**src/rtl/writeback_stage.sv**
```systemverilog
// Writeback pipeline register: selects the result, registers it and drives the register-file write port.
// Also provides a sticky halt flag and a retired-instruction counter.
module writeback_stage #(
  parameter int unsigned DATA_W     = 16,
  parameter int unsigned REG_ADDR_W = 4
) (
  input  logic                  clk,
  input  logic                  rst,
  input  logic                  stall,
  input  logic                  flush,
  input  logic                  mem_valid,
  input  logic [REG_ADDR_W-1:0] mem_dst,
  input  logic                  mem_reg_write,
  input  logic [1:0]            mem_wb_sel,
  input  logic [DATA_W-1:0]     mem_alu_result,
  input  logic [DATA_W-1:0]     mem_rdata,
  input  logic [DATA_W-1:0]     mem_pc_plus2,
  input  logic [DATA_W-1:0]     mem_imm,
  input  logic                  mem_halt,
  output logic [REG_ADDR_W-1:0] DstReg,
  output logic [DATA_W-1:0]     DstData,
  output logic                  WriteReg,
  output logic                  wb_valid,
  output logic                  halted,
  output logic [15:0]           retired_count
);

  logic                  validQ;
  logic [REG_ADDR_W-1:0] dstQ;
  logic                  regWriteQ;
  logic                  haltQ;
  logic [DATA_W-1:0]     dataQ;
  logic                  haltedQ;
  logic [15:0]           retiredQ;

  logic [DATA_W-1:0]     wbDataD;
  logic                  haltedD;
  logic                  retireNow;

  always_comb begin
    wbDataD = mem_alu_result;
    unique case (mem_wb_sel)
      2'b00:   wbDataD = mem_alu_result;
      2'b01:   wbDataD = mem_rdata;
      2'b10:   wbDataD = mem_pc_plus2;
      default: wbDataD = mem_imm;
    endcase
  end

  // The instruction trailing HLT is already squashed at the edge where the halt flag is set.
  assign haltedD   = haltedQ | (validQ & haltQ);
  // An instruction retires when it leaves the stage: not held by a stall, or discarded by flush.
  assign retireNow = validQ & (~stall | flush);

  always_ff @(posedge clk) begin
    if (!rst) begin
      validQ    <= 1'b0;
      dstQ      <= '0;
      regWriteQ <= 1'b0;
      haltQ     <= 1'b0;
      dataQ     <= '0;
      haltedQ   <= 1'b0;
      retiredQ  <= '0;
    end else begin
      haltedQ <= haltedD;
      if (retireNow) begin
        retiredQ <= retiredQ + 16'd1;
      end
      if (flush) begin
        validQ <= 1'b0;
      end else if (!stall) begin
        validQ    <= mem_valid & ~haltedD;
        dstQ      <= mem_dst;
        regWriteQ <= mem_reg_write;
        haltQ     <= mem_halt;
        dataQ     <= wbDataD;
      end
    end
  end

  assign DstReg        = dstQ;
  assign DstData       = dataQ;
  assign WriteReg      = validQ & regWriteQ & ~haltQ & (dstQ != '0);
  assign wb_valid      = validQ;
  assign halted        = haltedQ;
  assign retired_count = retiredQ;

endmodule

```
**config.mk**
```make
export PLATFORM = sky130hd
export DESIGN_NAME = writeback_stage
export DESIGN_NICKNAME = d
export VERILOG_FILES = /design/src/rtl/writeback_stage.sv
export SDC_FILE = /design/constraint.sdc
export NUM_CORES = 1
export LEC_CHECK = 0
export ABC_AREA = 1
export ABC_CLOCK_PERIOD_IN_PS = 1300
export BUFFER_PORTS_ARGS = -buffer_cell sky130_fd_sc_hd__buf_2
export CAP_MARGIN = 25
export CORE_MARGIN = 3
export CORE_UTILIZATION = 44
export DETAILED_ROUTE_END_ITERATION = 16
export HOLD_SLACK_MARGIN = 0.08
export PLACE_DENSITY = 0.79
export SYNTH_ARGS = -nofsm -noshare
export SYNTH_HDL_FRONTEND = slang
export SYNTH_SLANG_ARGS = --single-unit
```
**constraint.sdc**
```tcl
create_clock -name clk -period 1.3 [get_ports clk]
set_input_delay 0.26 -clock clk [delete_from_list [all_inputs] [get_ports clk]]
set_output_delay 0.26 -clock clk [all_outputs]
set_load 0.02 [all_outputs]
```
==> impl_metrics.tcl <==
set metrics [dict create \
    status "finished with violations" \
    r2r_setup_slack_ns 0.08 \
    cap_violations 0 \
    min_path_cells 2 \
    dieHeight_um 75.20 \
    clkLatencyLatePin_ns 0.29 \
    syn_area_um2 2107 \
    clock_sinks 40 \
    io_pins 116 \
    routabilityCongestion 0.8293 \
    fin_crit_sh 1.109 \
    finClkSkew_ns 0.004219 \
    crit_path_start_kind "register" \
    drive_above_1_share 0.3744 \
    cp_max_fo 3 \
    die-area_um2 5655 \
    violations "negative setup slack" \
    pre_cts_slack_ns 0.01215 \
    r2r_cells 6 \
    cts_tree "built" \
    layout_setup_ws_ns -0.1416 \
    grt_pass1_wl_um 9135 \
    slowest_stage "dfxtp_2" \
    arrival_ns 1.18 \
    synthCells 311 \
    hp-start "flush" \
    n_fill_cell 395 \
    finalHoldViolCount 0 \
    ys_seq_elements 40 \
    design.core.area_um2 4474 \
    initial_utilization 0.4709 \
    period_minus_slack_ns 1.442 \
    grt_usage 0.2091 \
    layout_common_cells "114 x buf_2, 64 x nand2_1, 37 x nor2_1, 33 x nand3_1, 31 x dfxtp_1" \
    antenna_found_initial 0 \
    cts_made_buffers 5 \
    syn_avg_cell_area_um2 6.775 \
    drc 0 \
    numPortBuffers 115 \
    ys_warn_count 0 \
    holdWs_ns 0.1828 \
    routed_wl_um 5901 \
    rows 24 \
    vias_per_cell 5.010 \
    cp-end-kind "output port" \
    cts_root_buf "clkbuf_8" \
    setup_viol 1 \
    timing.rr.start "retired_count[0]" \
    hp-class "in -> reg" \
    crit_buf_inv 2 \
    drt-wirelength-per-cell_um 12.24 \
    critical_path_required_ns 1.04 \
    slowest_delay_ns 0.33 \
    dieWidth_um 75.20 \
    num_vias 2415 \
    fmax_mhz 693.7 \
    finalSetupTns_ns -0.1416 \
    power.leakage_nw 1.414 \
    place_hpwl_um 4763 \
    cts_buffer_depth 2 \
    p_per_area_nw_per_um2 948.7 \
    yosysUniqueCellTypes 26 \
    rsz0062_at_grt "true" \
    grt_max_degree 33 \
    fin_util 0.6513 \
    dr.pass1.iters 4 \
    area_growth_pct 38.30 \
    final_cells 482 \
    slew_viol_final 0 \
    cp_top_family "flip-flops" \
    overflow 0 \
    cp_cell_sequence "o41ai_2 > inv_1 > buf_6" \
    slew_headroom 0.7828 \
    clkSlewWorstSetupHoldPaths_ns 0.07 \
    r2r-end "retired_count[8]" \
    htree_levels 2 \
    synth_nets 389 \
    diodes 0 \
    grt_pass1_vias 2164 \
    irDropWorstVdd_uv 592.1 \
    worst_pin_slew_ns 0.3250 \
    first_iter_violations 126 \
    fin_nets 507 \
    dp_cells 473 \
    final_common_cell "buf_2" \
    min_to "wb_valid" \
    drtAntennaViolNets 0 \
    ys_seq_area_frac 0.3800 \
    holdBufCountCts 0 \
    path_class "reg -> out" \
]
## area by class of cell
class | count | area, µm² | share of cell area
Sequential cell | 40 | 814.5 | 0.2795
Timing Repair Buffer | 126 | 676.9 | 0.2323
Clock inverter | 2 | 35.03 | 0.01202
Multi-Input combinational cell | 235 | 1171 | 0.4019
Clock buffer | 6 | 72.57 | 0.02490
Inverter | 21 | 78.83 | 0.02705
Tap cell | 52 | 65.06 | 0.02233
## metrics by stage
step	power, mW	instance area (µm²)
after global placement	1.801	2748
after floorplan	1.590	2110
after detailed placement	1.805	2748
after global routing	2.906	2914
after CTS	2.798	2880
final	2.765	2914
## cells in the mapped netlist
master	instances	area (µm²)
nand2_1	64	240.2
dfxtp_1	40	800.8
nor2_1	40	150.1
nand3_1	33	165.2
o21ai_0	26	130.1
a21oi_1	24	120.1
inv_1	18	67.56
o21ai_1	14	70.07
a31oi_1	10	62.56
buf_2	5	25.02
clkbuf_1	5	18.77
nor3_1	5	25.02
buf_6	3	33.78
inv_2	3	11.26
nand4_1	3	18.77
nor2_2	3	18.77
nor2_4	3	33.78
buf_4	2	15.01
nand2_2	2	12.51
xor2_1	2	17.52
a21oi_4	1	16.27
ha_1	1	12.51
nand3_4	1	17.52
nand3b_1	1	7.510
o21a_1	1	7.510
o41ai_1	1	8.760
## per-layer routing
metal	up-vias	GRT usage	wire, µm
li1	1282	-	-
met1	1024	0.2417	2496
met2	99	0.3598	2815
met3	10	0.06542	474
met4	0	0.08155	115
met5	-	0	0
## state kept, by name (all words and copies together) (netlist names)
| register | flops |
|---|---|
| DstData | 16 |
| retired_count | 16 |
| DstReg | 4 |
| haltQ | 1 |
| halted | 1 |
| regWriteQ | 1 |
| wb_valid | 1 |
## where the power goes
part	internal, mW	switching (mW)
registers	1.27	0.0303
clock network	0.569	0.415
logic	0.206	0.269
total	2.05	0.715
## repair_timing
| item | in CTS | in global routing |
|---|---|---|
| endpoints found under the setup margin | 2 | 9 |
| buffers inserted | 0 | 1 |
| pin swaps | 1 | 3 |
| gates resized for setup | 9 | 8 |
## how the worst max path moves through the flow
stage / slack, ns / depth (start not counted) / endpoint / start
after floorplan: 0.03 / 8 / retired_count[14] / retired_count[0]
after global placement: 0.06 / 8 / retired_count[14] / retired_count[0]
after detailed placement: 0.01 / 8 / retired_count[14] / retired_count[0]
after CTS: -0.15 / 3 / WriteReg / DstReg[2]
after global routing: -0.21 / 3 / WriteReg / DstReg[3]
final: -0.14 / 3 / WriteReg / DstReg[3]
## logic make-up after synthesis
family / count (synthesis) / synth area share
xor+xnor: 2 / 0.008315
flops: 40 / 0.3800
simple gates: 155 / 0.3272
buf+inv: 36 / 0.08135
compound gates: 77 / 0.1972
fa+ha+maj: 1 / 0.005937
Note: power is estimated with default switching activity, not from simulation.
